`src/rtl/rom_port_arbiter_if.sv`:
```
// Bundle of the two master ports and the shared slave port around rom_port_arbiter.
// The slave modport is the arbiter's view; master is the surrounding fetch/LSU/memory side.
interface rom_port_arbiter_if #(
    parameter int unsigned ADDR_W = 32,
    parameter int unsigned DATA_W = 32
);
    logic              i_M0_REQ;
    logic [ADDR_W-1:0] i_M0_ADDR;
    logic              o_M0_GNT;
    logic [DATA_W-1:0] o_M0_RDATA;

    logic              i_M1_REQ;
    logic              i_M1_WE;
    logic [1:0]        i_M1_HB;
    logic [ADDR_W-1:0] i_M1_ADDR;
    logic [DATA_W-1:0] i_M1_WDATA;
    logic              o_M1_GNT;
    logic [DATA_W-1:0] o_M1_RDATA;

    logic              o_S_REQ;
    logic              o_S_CE;
    logic              o_S_WE;
    logic [1:0]        o_S_HB;
    logic [ADDR_W-1:0] o_S_ADDR;
    logic [DATA_W-1:0] o_S_WDATA;
    logic              i_S_GNT;
    logic [DATA_W-1:0] i_S_RDATA;

    logic              o_ERR;

    modport master (
        output i_M0_REQ, i_M0_ADDR,
        input  o_M0_GNT, o_M0_RDATA,
        output i_M1_REQ, i_M1_WE, i_M1_HB, i_M1_ADDR, i_M1_WDATA,
        input  o_M1_GNT, o_M1_RDATA,
        input  o_S_REQ, o_S_CE, o_S_WE, o_S_HB, o_S_ADDR, o_S_WDATA,
        output i_S_GNT, i_S_RDATA,
        input  o_ERR
    );

    modport slave (
        input  i_M0_REQ, i_M0_ADDR,
        output o_M0_GNT, o_M0_RDATA,
        input  i_M1_REQ, i_M1_WE, i_M1_HB, i_M1_ADDR, i_M1_WDATA,
        output o_M1_GNT, o_M1_RDATA,
        output o_S_REQ, o_S_CE, o_S_WE, o_S_HB, o_S_ADDR, o_S_WDATA,
        input  i_S_GNT, i_S_RDATA,
        output o_ERR
    );
endinterface

```
`src/rtl/rom_port_arbiter.sv`:
```
// Two-master (fetch, LSU) arbiter for a single REQ/GNT slave port; LSU has priority with a
// fetch starvation guard. Define ROM_ARB_TIMEOUT_EN to add the BUSY timeout and sticky o_ERR.
module rom_port_arbiter #(
    parameter int unsigned ADDR_W   = 32,
    parameter int unsigned DATA_W   = 32,
    parameter int unsigned MAX_WAIT = 4,
    parameter int unsigned TIMEOUT  = 16
) (
    input  logic              i_CLK,
    input  logic              i_RSTn,
    rom_port_arbiter_if.slave bus
);
    localparam int unsigned WAIT_W = $clog2(MAX_WAIT + 1);

    typedef enum logic [1:0] {StIdle, StBusy, StResp} state_e;

    state_e            state_q, state_d;
    logic              owner_q, owner_d;
    logic [WAIT_W-1:0] wait_cnt_q, wait_cnt_d;
    logic              s_req_q, s_req_d;
    logic              s_we_q, s_we_d;
    logic [1:0]        s_hb_q, s_hb_d;
    logic [ADDR_W-1:0] s_addr_q, s_addr_d;
    logic [DATA_W-1:0] s_wdata_q, s_wdata_d;
    logic              m0_gnt_q, m0_gnt_d;
    logic              m1_gnt_q, m1_gnt_d;
    logic [DATA_W-1:0] m0_rdata_q, m0_rdata_d;
    logic [DATA_W-1:0] m1_rdata_q, m1_rdata_d;

    logic              m0_elig, m1_elig, pick_m0;

`ifdef ROM_ARB_TIMEOUT_EN
    localparam int unsigned TO_W = $clog2(TIMEOUT + 1);
    logic [TO_W-1:0]   to_cnt_q, to_cnt_d;
    logic              err_q, err_d;
`else
    logic              unused_timeout;
    assign unused_timeout = ^TIMEOUT;
`endif

    assign m0_elig = bus.i_M0_REQ & ~m0_gnt_q;
    assign m1_elig = bus.i_M1_REQ & ~m1_gnt_q;
    // LSU wins unless fetch has already lost MAX_WAIT times in a row
    assign pick_m0 = m0_elig & (~m1_elig | (wait_cnt_q == WAIT_W'(MAX_WAIT)));

    always_comb begin
        state_d    = state_q;
        owner_d    = owner_q;
        wait_cnt_d = wait_cnt_q;
        s_req_d    = s_req_q;
        s_we_d     = s_we_q;
        s_hb_d     = s_hb_q;
        s_addr_d   = s_addr_q;
        s_wdata_d  = s_wdata_q;
        m0_gnt_d   = 1'b0;
        m1_gnt_d   = 1'b0;
        m0_rdata_d = m0_rdata_q;
        m1_rdata_d = m1_rdata_q;
`ifdef ROM_ARB_TIMEOUT_EN
        to_cnt_d   = to_cnt_q;
        err_d      = err_q;
`endif
        case (state_q)
            StIdle: begin
                if (m0_elig || m1_elig) begin
                    if (pick_m0) begin
                        owner_d    = 1'b0;
                        s_we_d     = 1'b0;
                        s_hb_d     = 2'b10;
                        s_addr_d   = bus.i_M0_ADDR;
                        s_wdata_d  = '0;
                        wait_cnt_d = '0;
                    end else begin
                        owner_d   = 1'b1;
                        s_we_d    = bus.i_M1_WE;
                        s_hb_d    = bus.i_M1_HB;
                        s_addr_d  = bus.i_M1_ADDR;
                        s_wdata_d = bus.i_M1_WDATA;
                        if (m0_elig && (wait_cnt_q != WAIT_W'(MAX_WAIT))) begin
                            wait_cnt_d = wait_cnt_q + 1'b1;
                        end
                    end
                    s_req_d = 1'b1;
                    state_d = StBusy;
`ifdef ROM_ARB_TIMEOUT_EN
                    to_cnt_d = '0;
`endif
                end
            end
            StBusy: begin
                // A grant coinciding with the timeout takes precedence
                if (bus.i_S_GNT) begin
                    s_req_d = 1'b0;
                    state_d = StResp;
                    if (owner_q) begin
                        m1_gnt_d   = 1'b1;
                        m1_rdata_d = bus.i_S_RDATA;
                    end else begin
                        m0_gnt_d   = 1'b1;
                        m0_rdata_d = bus.i_S_RDATA;
                    end
                end
`ifdef ROM_ARB_TIMEOUT_EN
                else if (to_cnt_q == TO_W'(TIMEOUT - 1)) begin
                    s_req_d = 1'b0;
                    err_d   = 1'b1;
                    state_d = StResp;
                    if (owner_q) begin
                        m1_gnt_d   = 1'b1;
                        m1_rdata_d = DATA_W'(32'hDEADBEEF);
                    end else begin
                        m0_gnt_d   = 1'b1;
                        m0_rdata_d = DATA_W'(32'hDEADBEEF);
                    end
                end else begin
                    to_cnt_d = to_cnt_q + 1'b1;
                end
`endif
            end
            StResp: begin
                state_d = StIdle;
            end
            default: begin
                state_d = StIdle;
            end
        endcase
    end

    always_ff @(posedge i_CLK) begin
        if (!i_RSTn) begin
            state_q    <= StIdle;
            owner_q    <= 1'b0;
            wait_cnt_q <= '0;
            s_req_q    <= 1'b0;
            s_we_q     <= 1'b0;
            s_hb_q     <= 2'b00;
            s_addr_q   <= '0;
            s_wdata_q  <= '0;
            m0_gnt_q   <= 1'b0;
            m1_gnt_q   <= 1'b0;
            m0_rdata_q <= '0;
            m1_rdata_q <= '0;
`ifdef ROM_ARB_TIMEOUT_EN
            to_cnt_q   <= '0;
            err_q      <= 1'b0;
`endif
        end else begin
            state_q    <= state_d;
            owner_q    <= owner_d;
            wait_cnt_q <= wait_cnt_d;
            s_req_q    <= s_req_d;
            s_we_q     <= s_we_d;
            s_hb_q     <= s_hb_d;
            s_addr_q   <= s_addr_d;
            s_wdata_q  <= s_wdata_d;
            m0_gnt_q   <= m0_gnt_d;
            m1_gnt_q   <= m1_gnt_d;
            m0_rdata_q <= m0_rdata_d;
            m1_rdata_q <= m1_rdata_d;
`ifdef ROM_ARB_TIMEOUT_EN
            to_cnt_q   <= to_cnt_d;
            err_q      <= err_d;
`endif
        end
    end

    assign bus.o_S_REQ    = s_req_q;
    assign bus.o_S_CE     = s_req_q;
    assign bus.o_S_WE     = s_we_q;
    assign bus.o_S_HB     = s_hb_q;
    assign bus.o_S_ADDR   = s_addr_q;
    assign bus.o_S_WDATA  = s_wdata_q;
    assign bus.o_M0_GNT   = m0_gnt_q;
    assign bus.o_M1_GNT   = m1_gnt_q;
    assign bus.o_M0_RDATA = m0_rdata_q;
    assign bus.o_M1_RDATA = m1_rdata_q;
`ifdef ROM_ARB_TIMEOUT_EN
    assign bus.o_ERR      = err_q;
`else
    assign bus.o_ERR      = 1'b0;
`endif
endmodule

```
`src/flat_wrapper.sv`:
```
// flat-port wrapper written by rule: the top's interface ports become plain ports
module rom_port_arbiter_flat 
#(
    parameter int unsigned ADDR_W   = 32,
    parameter int unsigned DATA_W   = 32,
    parameter int unsigned MAX_WAIT = 4,
    parameter int unsigned TIMEOUT  = 16
)
  (i_CLK, i_RSTn, bus_i_M0_REQ, bus_i_M0_ADDR, bus_o_M0_GNT, bus_o_M0_RDATA, bus_i_M1_REQ, bus_i_M1_WE, bus_i_M1_HB, bus_i_M1_ADDR, bus_i_M1_WDATA, bus_o_M1_GNT, bus_o_M1_RDATA, bus_o_S_REQ, bus_o_S_CE, bus_o_S_WE, bus_o_S_HB, bus_o_S_ADDR, bus_o_S_WDATA, bus_i_S_GNT, bus_i_S_RDATA, bus_o_ERR);
  rom_port_arbiter_if #(.ADDR_W(ADDR_W), .DATA_W(DATA_W)) bus_i ();
  input  logic i_CLK;
  input  logic i_RSTn;
  input wire logic [$bits(bus_i.i_M0_REQ)-1:0] bus_i_M0_REQ;
  input wire logic [$bits(bus_i.i_M0_ADDR)-1:0] bus_i_M0_ADDR;
  output wire logic [$bits(bus_i.o_M0_GNT)-1:0] bus_o_M0_GNT;
  output wire logic [$bits(bus_i.o_M0_RDATA)-1:0] bus_o_M0_RDATA;
  input wire logic [$bits(bus_i.i_M1_REQ)-1:0] bus_i_M1_REQ;
  input wire logic [$bits(bus_i.i_M1_WE)-1:0] bus_i_M1_WE;
  input wire logic [$bits(bus_i.i_M1_HB)-1:0] bus_i_M1_HB;
  input wire logic [$bits(bus_i.i_M1_ADDR)-1:0] bus_i_M1_ADDR;
  input wire logic [$bits(bus_i.i_M1_WDATA)-1:0] bus_i_M1_WDATA;
  output wire logic [$bits(bus_i.o_M1_GNT)-1:0] bus_o_M1_GNT;
  output wire logic [$bits(bus_i.o_M1_RDATA)-1:0] bus_o_M1_RDATA;
  output wire logic [$bits(bus_i.o_S_REQ)-1:0] bus_o_S_REQ;
  output wire logic [$bits(bus_i.o_S_CE)-1:0] bus_o_S_CE;
  output wire logic [$bits(bus_i.o_S_WE)-1:0] bus_o_S_WE;
  output wire logic [$bits(bus_i.o_S_HB)-1:0] bus_o_S_HB;
  output wire logic [$bits(bus_i.o_S_ADDR)-1:0] bus_o_S_ADDR;
  output wire logic [$bits(bus_i.o_S_WDATA)-1:0] bus_o_S_WDATA;
  input wire logic [$bits(bus_i.i_S_GNT)-1:0] bus_i_S_GNT;
  input wire logic [$bits(bus_i.i_S_RDATA)-1:0] bus_i_S_RDATA;
  output wire logic [$bits(bus_i.o_ERR)-1:0] bus_o_ERR;
  assign bus_i.i_M0_REQ = bus_i_M0_REQ;
  assign bus_i.i_M0_ADDR = bus_i_M0_ADDR;
  assign bus_o_M0_GNT = bus_i.o_M0_GNT;
  assign bus_o_M0_RDATA = bus_i.o_M0_RDATA;
  assign bus_i.i_M1_REQ = bus_i_M1_REQ;
  assign bus_i.i_M1_WE = bus_i_M1_WE;
  assign bus_i.i_M1_HB = bus_i_M1_HB;
  assign bus_i.i_M1_ADDR = bus_i_M1_ADDR;
  assign bus_i.i_M1_WDATA = bus_i_M1_WDATA;
  assign bus_o_M1_GNT = bus_i.o_M1_GNT;
  assign bus_o_M1_RDATA = bus_i.o_M1_RDATA;
  assign bus_o_S_REQ = bus_i.o_S_REQ;
  assign bus_o_S_CE = bus_i.o_S_CE;
  assign bus_o_S_WE = bus_i.o_S_WE;
  assign bus_o_S_HB = bus_i.o_S_HB;
  assign bus_o_S_ADDR = bus_i.o_S_ADDR;
  assign bus_o_S_WDATA = bus_i.o_S_WDATA;
  assign bus_i.i_S_GNT = bus_i_S_GNT;
  assign bus_i.i_S_RDATA = bus_i_S_RDATA;
  assign bus_o_ERR = bus_i.o_ERR;
  rom_port_arbiter #(.ADDR_W(ADDR_W), .DATA_W(DATA_W), .MAX_WAIT(MAX_WAIT), .TIMEOUT(TIMEOUT)) u_core (.i_CLK(i_CLK), .i_RSTn(i_RSTn), .bus(bus_i));
endmodule
```
`config.mk`:
```
export PLATFORM = sky130hd
export DESIGN_NAME = rom_port_arbiter_flat
export DESIGN_NICKNAME = d
export VERILOG_FILES = /design/src/rtl/rom_port_arbiter_if.sv /design/src/rtl/rom_port_arbiter.sv /design/src/flat_wrapper.sv
export SDC_FILE = /design/constraint.sdc
export NUM_CORES = 1
export LEC_CHECK = 0
export ABC_CLOCK_PERIOD_IN_PS = 1600
export BUFFER_PORTS_ARGS = -buffer_cell sky130_fd_sc_hd__buf_2
export CORE_MARGIN = 5
export CORE_UTILIZATION = 46
export DETAILED_ROUTE_END_ITERATION = 8
export PLACE_DENSITY = 0.77
export RECOVER_POWER = 50
export SLEW_MARGIN = 30
export SYNTH_ARGS = -nofsm -noshare
export SYNTH_HDL_FRONTEND = slang
export SYNTH_SLANG_ARGS = --single-unit
```
`constraint.sdc`:
```
create_clock -name i_CLK -period 1.6 [get_ports i_CLK]
set_input_delay 0.24 -clock i_CLK [delete_from_list [all_inputs] [get_ports i_CLK]]
set_output_delay 0.24 -clock i_CLK [all_outputs]
set_load 0.01 [all_outputs]
```
# Yosys cells after proc, flatten, opt, wreduce, memory -nomap -nowiden
# Index checks and enable logic that the tools add are counted.
[classes] add_sub_neg=1 n_eq_ne=5 n_mux=15 bitwise_logic=8 n_reduce_logical=12
[ops] operator="$mux W32" n=2
[ops] operator="$reduce_and A3 Y1" n=5
[ops] operator="$mux W1" n=6
[ops] operator="$mux W2" n=3
[ops] operator="$mux W3" n=2
[ops] operator="$not A1 Y1" n=4
[ops] operator="$pmux W2 S2" n=1
[ops] operator="$reduce_and A2 Y1" n=2
[ops] operator="$reduce_bool A2 Y1" n=2
[ops] operator="$add A3 B1 Y3 const B" n=1
[ops] operator="$and A1 B1 Y1" n=3
[ops] operator="$eq A3 B3 Y1 const B" n=1
[ops] operator="$ne A3 B3 Y1 const B" n=1
[ops] operator="$eq A2 B1 Y1 const B" n=1
[ops] operator="$logic_not A2 Y1" n=1
[ops] operator="$ne A2 B1 Y1 const B" n=1
[ops] operator="$ne A2 B2 Y1 const B" n=1
[ops] operator="$pmux W1 S2" n=1
[ops] operator="$logic_and A1 B1 Y1" n=1
[ops] operator="$logic_or A1 B1 Y1" n=1
[ops] operator="$or A1 B1 Y1" n=1
[word_totals] regBits=140 inputBits=136 output_inout_bits=136 elab_cells=53

# Depth between registers and ports, before layout
# Gate-level depths: netlist of run 1.
[depth] depth_word=7 mapped_depth=8 mapped_depth_nobuf=6

# Worst setup path before layout of run 1
# Ideal clock, no wire load.
[synth_timing] kind="register to register" from="register u_core.wait_cnt_q[0]" to="register u_core.s_wdata_q[10], in the netlist u_core.bus.o_S_WDATA[10]" setup_ps=122 t_arrival_ps=1296 required_ps=1478 path_slack_ps=181 path_stages_with_launch=9 n_path_buf=2 synth_period_minus_slack_ps=1419 cell_sequence="dfxtp_1 -> inv_1 -> ha_1 -> nand2_1 -> a21o_1 -> buf_4 -> nand2_2 -> buf_2 -> o22ai_1"
[synth_via] elab_chain_cells=4
[synth_rtl] element="start: declaration" line="rom_port_arbiter.sv:19" rtl="logic [WAIT_W-1:0] wait_cnt_q, wait_cnt_d;"
[synth_rtl] element="start signal: assignment" line="rom_port_arbiter.sv:150" rtl="wait_cnt_q <= wait_cnt_d;"
[synth_rtl] element="$eq A3 B3 Y1" line="rom_port_arbiter.sv:44" rtl="assign pick_m0 = m0_elig & (~m1_elig | (wait_cnt_q == WAIT_W'(MAX_WAIT)));"
[synth_rtl] element="$or A1 B1 Y1" line="rom_port_arbiter.sv:44"
[synth_rtl] element="$and A1 B1 Y1" line="rom_port_arbiter.sv:44"
[synth_rtl] element="$mux W32" line="rom_port_arbiter.sv:66" rtl="if (pick_m0) begin"
[synth_rtl] element="end signal: assignment" line="rom_port_arbiter.sv:155" rtl="s_wdata_q <= s_wdata_d;"
[synth_rtl] element="end: declaration" line="rom_port_arbiter.sv:24" rtl="logic [DATA_W-1:0] s_wdata_q, s_wdata_d;"
# No other way between the ends.
# A chain may end at the register's enable or synchronous reset.

# Worst setup path after layout of run 1
[layout_timing] from="register u_core.m1_gnt_q, in the netlist u_core.bus.o_M1_GNT" to="register u_core.s_addr_q[15], in the netlist u_core.bus.o_S_ADDR[15]"
[layout_via] elab_chain_cells=6 word_cells_on_any_way=8 classes_between="1 x mux; 5 x bitwise; 2 x reduce/logical"
[layout_rtl] element="start: declaration" line="rom_port_arbiter.sv:26" rtl="logic m1_gnt_q, m1_gnt_d;"
[layout_rtl] element="start signal: assignment" line="rom_port_arbiter.sv:157" rtl="m1_gnt_q <= m1_gnt_d;"
[layout_rtl] element="$not A1 Y1 (*)" line="rom_port_arbiter.sv:42" rtl="assign m1_elig = bus.i_M1_REQ & ~m1_gnt_q;"
[layout_rtl] element="$and A1 B1 Y1 (*)" line="rom_port_arbiter.sv:42"
[layout_rtl] element="$not A1 Y1" line="rom_port_arbiter.sv:44"
[layout_rtl] element="$or A1 B1 Y1" line="rom_port_arbiter.sv:44"
[layout_rtl] element="$and A1 B1 Y1" line="rom_port_arbiter.sv:44"
[layout_rtl] element="$mux W32" line="rom_port_arbiter.sv:66"
[layout_rtl] element="end signal: assignment" line="rom_port_arbiter.sv:154" rtl="s_addr_q <= s_addr_d;"
[layout_rtl] element="end: declaration" line="rom_port_arbiter.sv:23" rtl="logic [ADDR_W-1:0] s_addr_q, s_addr_d;"
# Mark *: on every way between the ends. The rest lies on a longest branch, timed or not.

==> key figures, run 1 <==
Run status
  • Status: finished clean

Yosys
  • Adder-Cell Fraction of Synth Area: 0.00461
  • Syn_nets: 796
  • Top_reg_cell synth: dfxtp_1
  • Ys Warns: 0
  • Number of synthesized register bits: 140
  • Mapped Cells: 658
  • Register area share after synthesis: 0.516
  • Area leader, netlist: dfxtp_1
  • Asr flop ratio synth: 0
  • Unique masters post-synth: 39
  • Syn Area/Cell: 8.26 um2
  • Xor-xnor portion of the synthesized cell area: 0
  • Most frequent cell after synthesis: nand2_1
  • Yosys top cell area share: 0.516
  • Synth Area in Simple Gates: 0.211
  • Main combinational cell family by area after synthesis: compound AO/OA/AOI/OAI gates
  • Synth cell count leaders: nand2_1 (265), dfxtp_1 (140), a21boi_0 (37)
  • Mux cell area share after synthesis: 0
  • Post-synthesis compound-gate area fraction: 0.212
  • Number of enable flip-flop cells after synthesis: 0
  • Synth area leaders: dfxtp_1 (52%), nand2_1 (18%), a21boi_0 (5.1%)
  • Synthesized area: 5430 um2

Global route
  • Grt total ovfl: 0
  • First-pass GRT wire length: 25500 um
  • Largest net degree at the start of global routing: 70
  • GRT Util Overall: 0.223
  • Initial antenna violation count: 0
  • Vias in the first global route: 5222

Place
  • Port bufs: 270
  • Dpl ws: 0.0565 ns
  • Routability cong.: 0.786
  • DP HPWL: 11500 um
  • Placed cell area: 6910 um2

Route
  • Avg WL per Cell: 15.0 um
  • Remaining DRCs: 0
  • Vias: 5344
  • Routed WL: 15900 um
  • Vias per inst: 5.02
  • Post-route ant nets: 0
  • Initial DRC Count: 405
  • 1st-pass router iterations: 5

Layout
  • Fillers: 1089
  • Synth-to-layout area growth: 36.2%
  • Antenna diodes: 0
  • Finished Core Util: 0.643
  • Fin area: 7400 um2
  • Final Net Count: 1047
  • Layout cells sized above 1: 0.217

Critical path
  • Critical path depth: 5
  • Startpoint type of the worst setup path: register
  • Reg-to-Reg End: u_core.bus.o_S_ADDR[15]$_SDFFE_PN0P_
  • Top delay family on crit path: compound AO/OA/AOI/OAI gates
  • Worst path max stage delay: 0.37 ns
  • Crit Path Class: register to register
  • CP Data Arrival Time: 1.84 ns
  • Slowest-stage cell, CP: a211oi_4
  • R2r setup slk: 0.08 ns
  • Worst Setup EP: u_core.bus.o_S_ADDR[15]$_SDFFE_PN0P_
  • Critical Path Source: u_core.bus.o_M1_GNT$_SDFF_PN0_
  • Worst path cell trace: nand2b_4 > a211oi_4 > buf_4 > o21ai_0 > a31oi_1
  • CP bufs+invs: 1
  • Reg2reg start: u_core.bus.o_M1_GNT$_SDFF_PN0_
  • Required time of the critical path: 1.93 ns
  • Critical path peak fanout: 24
  • Worst reg2reg path depth: 5
  • Nature of the critical path endpoint: register

Clocking
  • Clk_lat worst skew: 0.41 ns
  • Clock slew at reported path FFs: 0.05 ns
  • Clock root cell: clkbuf_16
  • Longest Clk Path Bufs: 2
  • CTS tree: built
  • H-tree depth: 4
  • CTS buffer count: 17
  • Cts hold-fix bufs: 0
  • # clock sinks: 140

Power and ir drop
  • Max VDD drop: 0.000750 V
  • Logic pwr share: 0.130
  • Sequential power share: 0.414
  • Internal power: 7.11 mW
  • Net Sw Power: 2.24 mW
  • LEAKAGE: 3.01 nW
  • Clock power share: 0.456
  • Pwr Density: 1260 nW/um2
  • Switching part of the total: 0.240

Die
  • DIE HEIGHT: 119 um
  • Num ports: 272
  • Core area: 11500 um2
  • Die area: 14100 um2
  • # rows: 39
  • Initial Utilization: 0.472
  • Die W: 119 um

Hold path
  • Worst Hold Class: input pin to register

STA
  • Peak Freq: 0.660 GHz
  • Min setup slack post-route: 0.0838 ns
  • Setup Viol. Count Final: 0
  • Tmin final: 1.52 ns
  • Clock skew: 0.00804 ns
  • Slew Viols, Final: 0
  • Final Hold Vio Count: 0
  • RSZ-0062 raised after global routing: true
  • Final worst-path cycle share: 0.948
  • Setup TNS: 0 ns

Flow run
  • MaxCap Viol Count: 0
-- worst min path at each step --
stage / end / slack [ns] / start / cells after the start
after CTS: u_core.bus.o_M1_RDATA[23]$_SDFFE_PN0P_ / 0.05 / bus_i_S_RDATA[23] / 3
after detailed placement: u_core.bus.o_M1_RDATA[14]$_SDFFE_PN0P_ / 0.44 / u_core.bus.o_M1_RDATA[14]$_SDFFE_PN0P_ / 2
final: u_core.bus.o_M1_RDATA[23]$_SDFFE_PN0P_ / 0.07 / bus_i_S_RDATA[23] / 3
after floorplan: u_core.bus.o_M1_RDATA[0]$_SDFFE_PN0P_ / 0.37 / bus_i_S_RDATA[0] / 2
after global routing: u_core.bus.o_M1_RDATA[23]$_SDFFE_PN0P_ / 0.06 / bus_i_S_RDATA[23] / 3
after global placement: u_core.bus.o_M1_RDATA[24]$_SDFFE_PN0P_ / 0.44 / u_core.bus.o_M1_RDATA[24]$_SDFFE_PN0P_ / 2
-- worst min-delay path, stage by stage --
cell and delay, ns:
buf_2 0.10, nand2_1 0.05, a21boi_1 0.05
-- state kept, by name, summed over array words and instances, names as in the netlist --
| signal | count |
|---|---|
| u_core.owner_q | 1 |
| u_core.bus.o_S_WE | 1 |
| u_core.state_q | 2 |
| u_core.bus.o_S_WDATA | 32 |
| u_core.bus.o_M0_RDATA | 32 |
| u_core.bus.o_M0_GNT | 1 |
| u_core.bus.o_S_HB | 2 |
| u_core.bus.o_S_CE | 1 |
| u_core.bus.o_S_ADDR | 32 |
| u_core.bus.o_M1_RDATA | 32 |
| u_core.bus.o_M1_GNT | 1 |
| u_core.wait_cnt_q | 3 |
-- per-layer routing --
| metal | track usage | share of wire | vias to the layer above |
|---|---|---|---|
| met5 | 0 | 0 | - |
| met4 | 0.0876 | 0.021 | 0 |
| met3 | 0.0759 | 0.081 | 24 |
| met2 | 0.393 | 0.50 | 201 |
| met1 | 0.248 | 0.40 | 2421 |
| li1 | - | - | 2698 |
-- metrics by stage --
stage	hold slack, ns	power [mW]	instances
finish	0.0726	9.34	1064
global route	0.0559	9.76	1064
CTS	0.0493	9.50	1064
detailed placement	0.442	5.20	1033
global placement	0.439	5.19	1033
floorplan	0.375	4.62	658
-- cells in the final DEF (no fill, tap or decap), types with 2 or more instances in the layout --
cell type / n
a21boi_0: 37
a21boi_1: 30
a31oi_1: 32
and2_1: 3
buf_12: 9
buf_2: 147
buf_4: 8
bufinv_16: 5
clkbuf_1: 126
clkbuf_16: 17
clkbuf_8: 3
clkinv_2: 2
dfxtp_1: 140
ha_1: 2
inv_1: 2
nand2_1: 265
nand2b_4: 2
nand4_1: 2
nor3_1: 2
o21ai_0: 32
o22ai_1: 34
-- power groups by stage --
| stage | sequential (mW) | clock [mW] | combinational (mW) |
|---|---|---|---|
| CTS | 3.86 | 4.36 | 1.28 |
| global placement | 3.92 | 0 | 1.26 |
| global route | 3.90 | 4.51 | 1.35 |
| detailed placement | 3.93 | 0 | 1.28 |
| finish | 3.87 | 4.26 | 1.21 |
| floorplan | 4.03 | 0 | 0.590 |
-- final cells by class --
| type | count | area [um2] | share of cell area |
|---|---|---|---|
| clock buffers | 24 | 482 | 0.0651 |
| flip-flops and latches | 140 | 2800 | 0.379 |
| clock inverters | 7 | 160 | 0.0216 |
| well taps | 143 | 179 | 0.0242 |
| multi-input cells | 461 | 2320 | 0.314 |
| inverters | 2 | 7.51 | 0.00101 |
| repair buffers | 287 | 1450 | 0.195 |
-- kinds of logic (layout without fill, tap and decap cells) --
| family | Yosys count | count (layout) |
|---|---|---|
| AOI/OAI and AO/OA | 173 | 173 |
| adders and majority gates | 2 | 2 |
| buffers and inverters | 57 | 320 |
| DFF | 140 | 140 |
| other | 1 | 1 |
| and+or+nand+nor | 285 | 285 |
-- what timing repair did --
| item | 4_1_cts | 5_1_grt |
|---|---|---|
| setup endpoints to repair | 0 | 22 |
| setup buffers | 0 | 0 |
| resized for setup | 0 | 1 |
(Power assumes the default switching activity.)
==> run 2: changes to the inputs <==
--- a/config.mk
+++ b/config.mk
@@ -10,7 +10,7 @@
 export CORE_MARGIN = 5
 export CORE_UTILIZATION = 46
 export DETAILED_ROUTE_END_ITERATION = 8
-export PLACE_DENSITY = 0.77
+export PLACE_DENSITY_LB_ADDON = 0.05
 export RECOVER_POWER = 50
 export SLEW_MARGIN = 30
 export SYNTH_ARGS = -nofsm -noshare
==> key figures, run 2 (synthesis gave the netlist of run 1 again) <==
STA
  • Final Hold Vio Count: 0
  • RSZ-0062 raised after global routing: false
  • Peak Freq: 0.677 GHz
  • Setup Viol. Count Final: 0
  • WHS: 0.0711 ns
  • Slew Viols, Final: 0
  • Setup TNS: 0 ns
  • Tmin final: 1.48 ns
  • Clock skew: 0.00819 ns
  • Final worst-path cycle share: 0.924

Global route
  • Largest net degree at the start of global routing: 92
  • Initial antenna violation count: 0
  • Grt total ovfl: 0
  • Vias in the first global route: 5177
  • GRT Util Overall: 0.215
  • First-pass GRT wire length: 24600 um

Critical path
  • CP Data Arrival Time: 1.80 ns
  • Nature of the critical path endpoint: register
  • Slowest-stage cell, CP: dfxtp_1
  • Worst path cell trace: nand2b_4 > a211oi_4 > buf_12 > buf_12 > o21ai_0 > a31oi_1
  • R2r setup slk: 0.12 ns
  • Critical path peak fanout: 32
  • Crit path top cell by count: buf_12
  • Worst reg2reg path depth: 6
  • Startpoint type of the worst setup path: register
  • Reg2reg start: u_core.bus.o_M0_GNT$_SDFF_PN0_
  • Crit Path Class: register to register
  • Reg-to-Reg End: u_core.bus.o_S_ADDR[22]$_SDFFE_PN0P_
  • Worst path max stage delay: 0.31 ns
  • Required time of the critical path: 1.92 ns

Clocking
  • Clock slew at reported path FFs: 0.06 ns
  • Cts hold-fix bufs: 0
  • # clock sinks: 140
  • Clk_lat worst skew: 0.41 ns
  • Clock root cell: clkbuf_16
  • CTS tree: built
  • H-tree depth: 4
  • Longest Clk Path Bufs: 2
  • CTS buffer count: 17

Place
  • Routability cong.: 0.818
  • DP HPWL: 11000 um
  • Port bufs: 270

Layout
  • Layout cells sized above 1: 0.211
  • Most frequent cells in the layout: nand2_1 (264), dfxtp_1 (139), buf_2 (135)
  • Commonest non-fill, non-tap cell in the layout: nand2_1
  • Final Net Count: 1045
  • Synth-to-layout area growth: 37.6%

Route
  • Routed WL: 16000 um
  • Vias: 5405
  • Remaining DRCs: 0
  • 1st-pass router iterations: 4
  • Avg WL per Cell: 15.1 um
  • Vias per inst: 5.08
  • Initial DRC Count: 404
  • Post-route ant nets: 0

Power and ir drop
  • Clock power share: 0.459
  • Net Sw Power: 2.31 mW
  • Pwr Density: 1270 nW/um2
  • Switching part of the total: 0.243
  • LEAKAGE: 2.99 nW
  • Internal power: 7.18 mW
  • Sequential power share: 0.407
  • Max VDD drop: 0.000780 V
  • Logic pwr share: 0.133

Die
  • Initial Utilization: 0.472
  • Num ports: 272
  • Die W: 119 um
  • DIE HEIGHT: 119 um
  • Core area: 11500 um2
  • Die area: 14100 um2
  • # rows: 39

Hold path
  • Worst Hold Class: input pin to register
  • Worst Hold Path EP: u_core.bus.o_M1_RDATA[13]$_SDFFE_PN0P_
  • Hold depth: 3
  • HP Start: bus_i_S_RDATA[13]

Flow run
  • MaxCap Viol Count: 0

Run status
  • Status: finished clean
[run 2: cell count changes in the layout (fill, tap and decap cells not counted), sizes merged]
cell	previous run	this run
diode	0	1
buf	165	149
clkinvlp	0	3
clkbuf	146	157
[run 2: how the worst max path moves through the flow]
stage	startpoint	end	slack (ns)	cells after the start
final	u_core.bus.o_M0_GNT$_SDFF_PN0_	u_core.bus.o_S_ADDR[22]$_SDFFE_PN0P_	0.12	6
after global routing	u_core.state_q[1]$_SDFFE_PN0P_	u_core.bus.o_M1_RDATA[30]$_SDFFE_PN0P_	0.04	5
after CTS	u_core.bus.o_M1_GNT$_SDFF_PN0_	u_core.bus.o_S_ADDR[22]$_SDFFE_PN0P_	0.03	5
after detailed placement	u_core.bus.o_M1_GNT$_SDFF_PN0_	u_core.bus.o_S_ADDR[22]$_SDFFE_PN0P_	0.05	5
after global placement	u_core.bus.o_M1_GNT$_SDFF_PN0_	u_core.bus.o_S_ADDR[27]$_SDFFE_PN0P_	0.16	5
after floorplan	u_core.wait_cnt_q[0]$_SDFFE_PN0P_	u_core.bus.o_S_WDATA[10]$_SDFFE_PN0P_	0.18	8
[run 2: power by group through the flow]
stage          sequential, mW  combinational (mW)  clock, mW
2_1_floorplan            4.03               0.590          0
3_3_place_gp             3.92                1.24          0
3_5_place_dp             3.93                1.27          0
4_1_cts                  3.86                1.28       4.42
5_1_grt                  3.89                1.39       4.58
6_report                 3.86                1.27       4.36
[run 2: cell type report]
| type | count | area (um2) |
|---|---|---|
| fillers | 1086 | 4040 |
| inverters | 2 | 7.51 |
| flip-flops and latches | 140 | 2800 |
| clock inverters | 10 | 186 |
| multi-input cells | 461 | 2340 |
| diodes | 1 | 2.50 |
| repair buffers | 285 | 1480 |
| well taps | 143 | 179 |
| clock buffers | 21 | 480 |
[run 2: layer usage]
metal	part of all wire	wire [um]	vias up	GRT usage
met5	0	0	-	0
met4	0.016	250	0	0.0833
met3	0.093	1500	19	0.0879
met2	0.50	8010	207	0.370
met1	0.39	6280	2481	0.237
li1	-	-	2698	-
[run 2: critical path, delay by kind of cell, from the launching register on]
family                 cells  cell delay [ns]
flip-flops                 1             0.31
AO/OA/AOI/OAI              3             0.56
AND/OR/NAND/NOR            1             0.17
buffers and inverters      2             0.34
[run 2: what timing repair did]
item / CTS / global route
gates resized for setup: 0 / 6
endpoints found under the setup margin: 0 / 32
setup buffers: 0 / 1
[run 2: per-stage QoR]
step                      total power, mW  worst slack, ns  area (um2)  cells   util
final                                9.49            0.122        7480   1063  0.649
after global placement               5.16            0.156        6880   1028  0.598
after floorplan                      4.62            0.181        5430    658      -
after detailed placement             5.20           0.0473        6880   1028  0.598
after global routing                 9.87           0.0395        7470   1062  0.649
after CTS                            9.56           0.0259        7550   1059  0.656
==> run 3: changes to the inputs <==
--- a/config.mk
+++ b/config.mk
@@ -5,12 +5,12 @@
 export SDC_FILE = /design/constraint.sdc
 export NUM_CORES = 1
 export LEC_CHECK = 0
-export ABC_CLOCK_PERIOD_IN_PS = 1600
+export ABC_CLOCK_PERIOD_IN_PS = 1400
 export BUFFER_PORTS_ARGS = -buffer_cell sky130_fd_sc_hd__buf_2
 export CORE_MARGIN = 5
 export CORE_UTILIZATION = 46
 export DETAILED_ROUTE_END_ITERATION = 8
-export PLACE_DENSITY_LB_ADDON = 0.05
+export PLACE_DENSITY = 0.8
 export RECOVER_POWER = 50
 export SLEW_MARGIN = 30
 export SYNTH_ARGS = -nofsm -noshare
==> constraint.sdc (replaced) <==
create_clock -name i_CLK -period 1.4 [get_ports i_CLK]
set_input_delay 0.21 -clock i_CLK [delete_from_list [all_inputs] [get_ports i_CLK]]
set_output_delay 0.21 -clock i_CLK [all_outputs]
set_load 0.01 [all_outputs]
==> key figures, run 3 (synthesis gave the netlist of run 1 again) <==
Place
  • Port bufs: 270
  • Routability cong.: 0.796
  • Placed cell area: 7010 um2
  • DP HPWL: 11400 um

Critical path
  • Worst path cell trace: nand2b_4 > a211oi_4 > buf_6 > clkbuf_16 > o21ai_0 > a31oi_1
  • Reg-to-Reg End: u_core.bus.o_S_ADDR[1]$_SDFFE_PN0P_
  • Top delay family on crit path: compound AO/OA/AOI/OAI gates
  • Crit Path Class: register to register
  • Reg2reg start: u_core.bus.o_M1_GNT$_SDFF_PN0_
  • Worst reg2reg path depth: 6
  • Startpoint type of the worst setup path: register
  • CP Data Arrival Time: 1.79 ns
  • Slowest-stage cell, CP: dfxtp_2
  • Critical path depth: 6
  • Nature of the critical path endpoint: register
  • Required time of the critical path: 1.74 ns
  • CP bufs+invs: 2
  • Critical path peak fanout: 9
  • Worst path max stage delay: 0.32 ns
  • R2r setup slk: -0.05 ns

Run status
  • Failing checks: negative setup slack
  • Status: complete, but fails checks

Die
  • Die W: 119 um
  • Initial Utilization: 0.472
  • DIE HEIGHT: 119 um
  • Core area: 11500 um2
  • Num ports: 272
  • # rows: 39
  • Die area: 14100 um2

Layout
  • Finished Core Util: 0.718
  • Fillers: 922
  • Most frequent cells in the layout: nand2_1 (263), buf_2 (172), dfxtp_1 (136)
  • Final Net Count: 1083
  • Layout cells sized above 1: 0.311
  • Fin area: 8260 um2
  • Commonest non-fill, non-tap cell in the layout: nand2_1
  • Synth-to-layout area growth: 52.1%

Global route
  • Largest net degree at the start of global routing: 72
  • Vias in the first global route: 5261
  • Grt total ovfl: 0
  • GRT Util Overall: 0.231
  • Initial antenna violation count: 0
  • First-pass GRT wire length: 26300 um

Flow run
  • MaxCap Viol Count: 0

Power and ir drop
  • Internal power: 7.91 mW
  • Net Sw Power: 3.07 mW
  • Max VDD drop: 0.00106 V
  • Logic pwr share: 0.186
  • Sequential power share: 0.403
  • LEAKAGE: 3.46 nW
  • Switching part of the total: 0.280
  • Clock power share: 0.411
  • Design Power: 11.0 mW
  • Pwr Density: 1330 nW/um2

Clocking
  • Clock root cell: clkbuf_16
  • Clk_lat worst skew: 0.42 ns
  • Longest Clk Path Bufs: 2
  • Cts hold-fix bufs: 0
  • H-tree depth: 4
  • CTS tree: built
  • Clock slew at reported path FFs: 0.06 ns
  • CTS buffer count: 17
  • # clock sinks: 140

STA
  • Min setup slack post-route: -0.0490 ns
  • Final worst-path cycle share: 1.03
  • Clock skew: 0.00534 ns
  • Slew Viols, Final: 0
  • WHS: 0.0324 ns
  • Final Hold Vio Count: 0
  • Setup Viol. Count Final: 45
  • Peak Freq: 0.690 GHz
  • RSZ-0062 raised after global routing: true
  • Tmin final: 1.45 ns

Route
  • Initial DRC Count: 409
  • Avg WL per Cell: 17.3 um
  • Post-route ant nets: 0
  • Vias per inst: 5.22
  • Vias: 5752
  • 1st-pass router iterations: 5
  • Routed WL: 19100 um
  • Remaining DRCs: 0

Hold path
  • HP Start: bus_i_S_RDATA[3]
  • Worst Hold Class: input pin to register
  • Worst Hold Path EP: u_core.bus.o_M1_RDATA[3]$_SDFFE_PN0P_
  • Hold depth: 3
-- run 3: metrics by stage --
stage | setup WS, ns | setup TNS [ns] | cells
final | -0.0490 | -0.865 | 1102
after global routing | -0.125 | -5.19 | 1101
after CTS | -0.0213 | -0.0664 | 1080
after detailed placement | -0.0644 | -2.17 | 1041
after global placement | -0.0332 | -0.633 | 1041
after floorplan | -0.0186 | -0.556 | 658
-- run 3: power groups by stage --
| stage | combinational [mW] | clock (mW) | sequential, mW |
|---|---|---|---|
| after floorplan | 0.674 | 0 | 4.60 |
| after global placement | 1.51 | 0 | 4.48 |
| after detailed placement | 1.53 | 0 | 4.48 |
| after CTS | 1.67 | 4.52 | 4.40 |
| after global routing | 2.19 | 4.73 | 4.45 |
| final | 2.04 | 4.52 | 4.42 |
-- run 3: routing by layer --
metal  track usage  vias to the layer above  part of all wire
met2         0.396                      273              0.49
met4        0.0920                        0             0.031
met3        0.0759                       47             0.084
met1         0.267                     2649              0.39
met5             0                        -                 0
li1              -                     2783                 -
-- run 3: timing repair --
action / CTS / global route
cloned: 3 / 17
pin swaps: 3 / 14
endpoints found under the hold margin: 0 / 0
buffers inserted: 4 / 4
gates resized for setup: 11 / 65
endpoints found under the setup margin: 67 / 115
-- run 3: final cells by class --
type / count / area, um2 / share of cell area
Tap cell: 143 / 179 / 0.0217
Antenna cell: 1 / 2.50 / 0.000303
Inverter: 2 / 7.51 / 0.000908
Timing Repair Buffer: 323 / 2160 / 0.262
Clock buffer: 18 / 429 / 0.0519
Multi-Input combinational cell: 461 / 2510 / 0.304
Sequential cell: 140 / 2810 / 0.340
Clock inverter: 14 / 161 / 0.0195
-- run 3: worst max-delay path by stage --
stage	start	to	slack [ns]
6_report	u_core.bus.o_M1_GNT$_SDFF_PN0_	u_core.bus.o_S_ADDR[1]$_SDFFE_PN0P_	-0.05
5_1_grt	u_core.bus.o_M1_GNT$_SDFF_PN0_	u_core.bus.o_S_ADDR[1]$_SDFFE_PN0P_	-0.12
4_1_cts	u_core.wait_cnt_q[0]$_SDFFE_PN0P_	u_core.bus.o_S_ADDR[16]$_SDFFE_PN0P_	-0.02
3_5_place_dp	u_core.bus.o_M1_GNT$_SDFF_PN0_	u_core.bus.o_S_ADDR[27]$_SDFFE_PN0P_	-0.06
3_3_place_gp	u_core.bus.o_M0_GNT$_SDFF_PN0_	u_core.bus.o_S_ADDR[27]$_SDFFE_PN0P_	-0.03
2_1_floorplan	u_core.wait_cnt_q[0]$_SDFFE_PN0P_	u_core.bus.o_S_WDATA[10]$_SDFFE_PN0P_	-0.02
-- run 3: worst reg2reg max path: stages, from the launching register on --
cell	delay, ns
dfxtp_2	0.32
nand2b_4	0.15
a211oi_4	0.28
buf_6	0.19
clkbuf_16	0.17
o21ai_0	0.09
a31oi_1	0.18
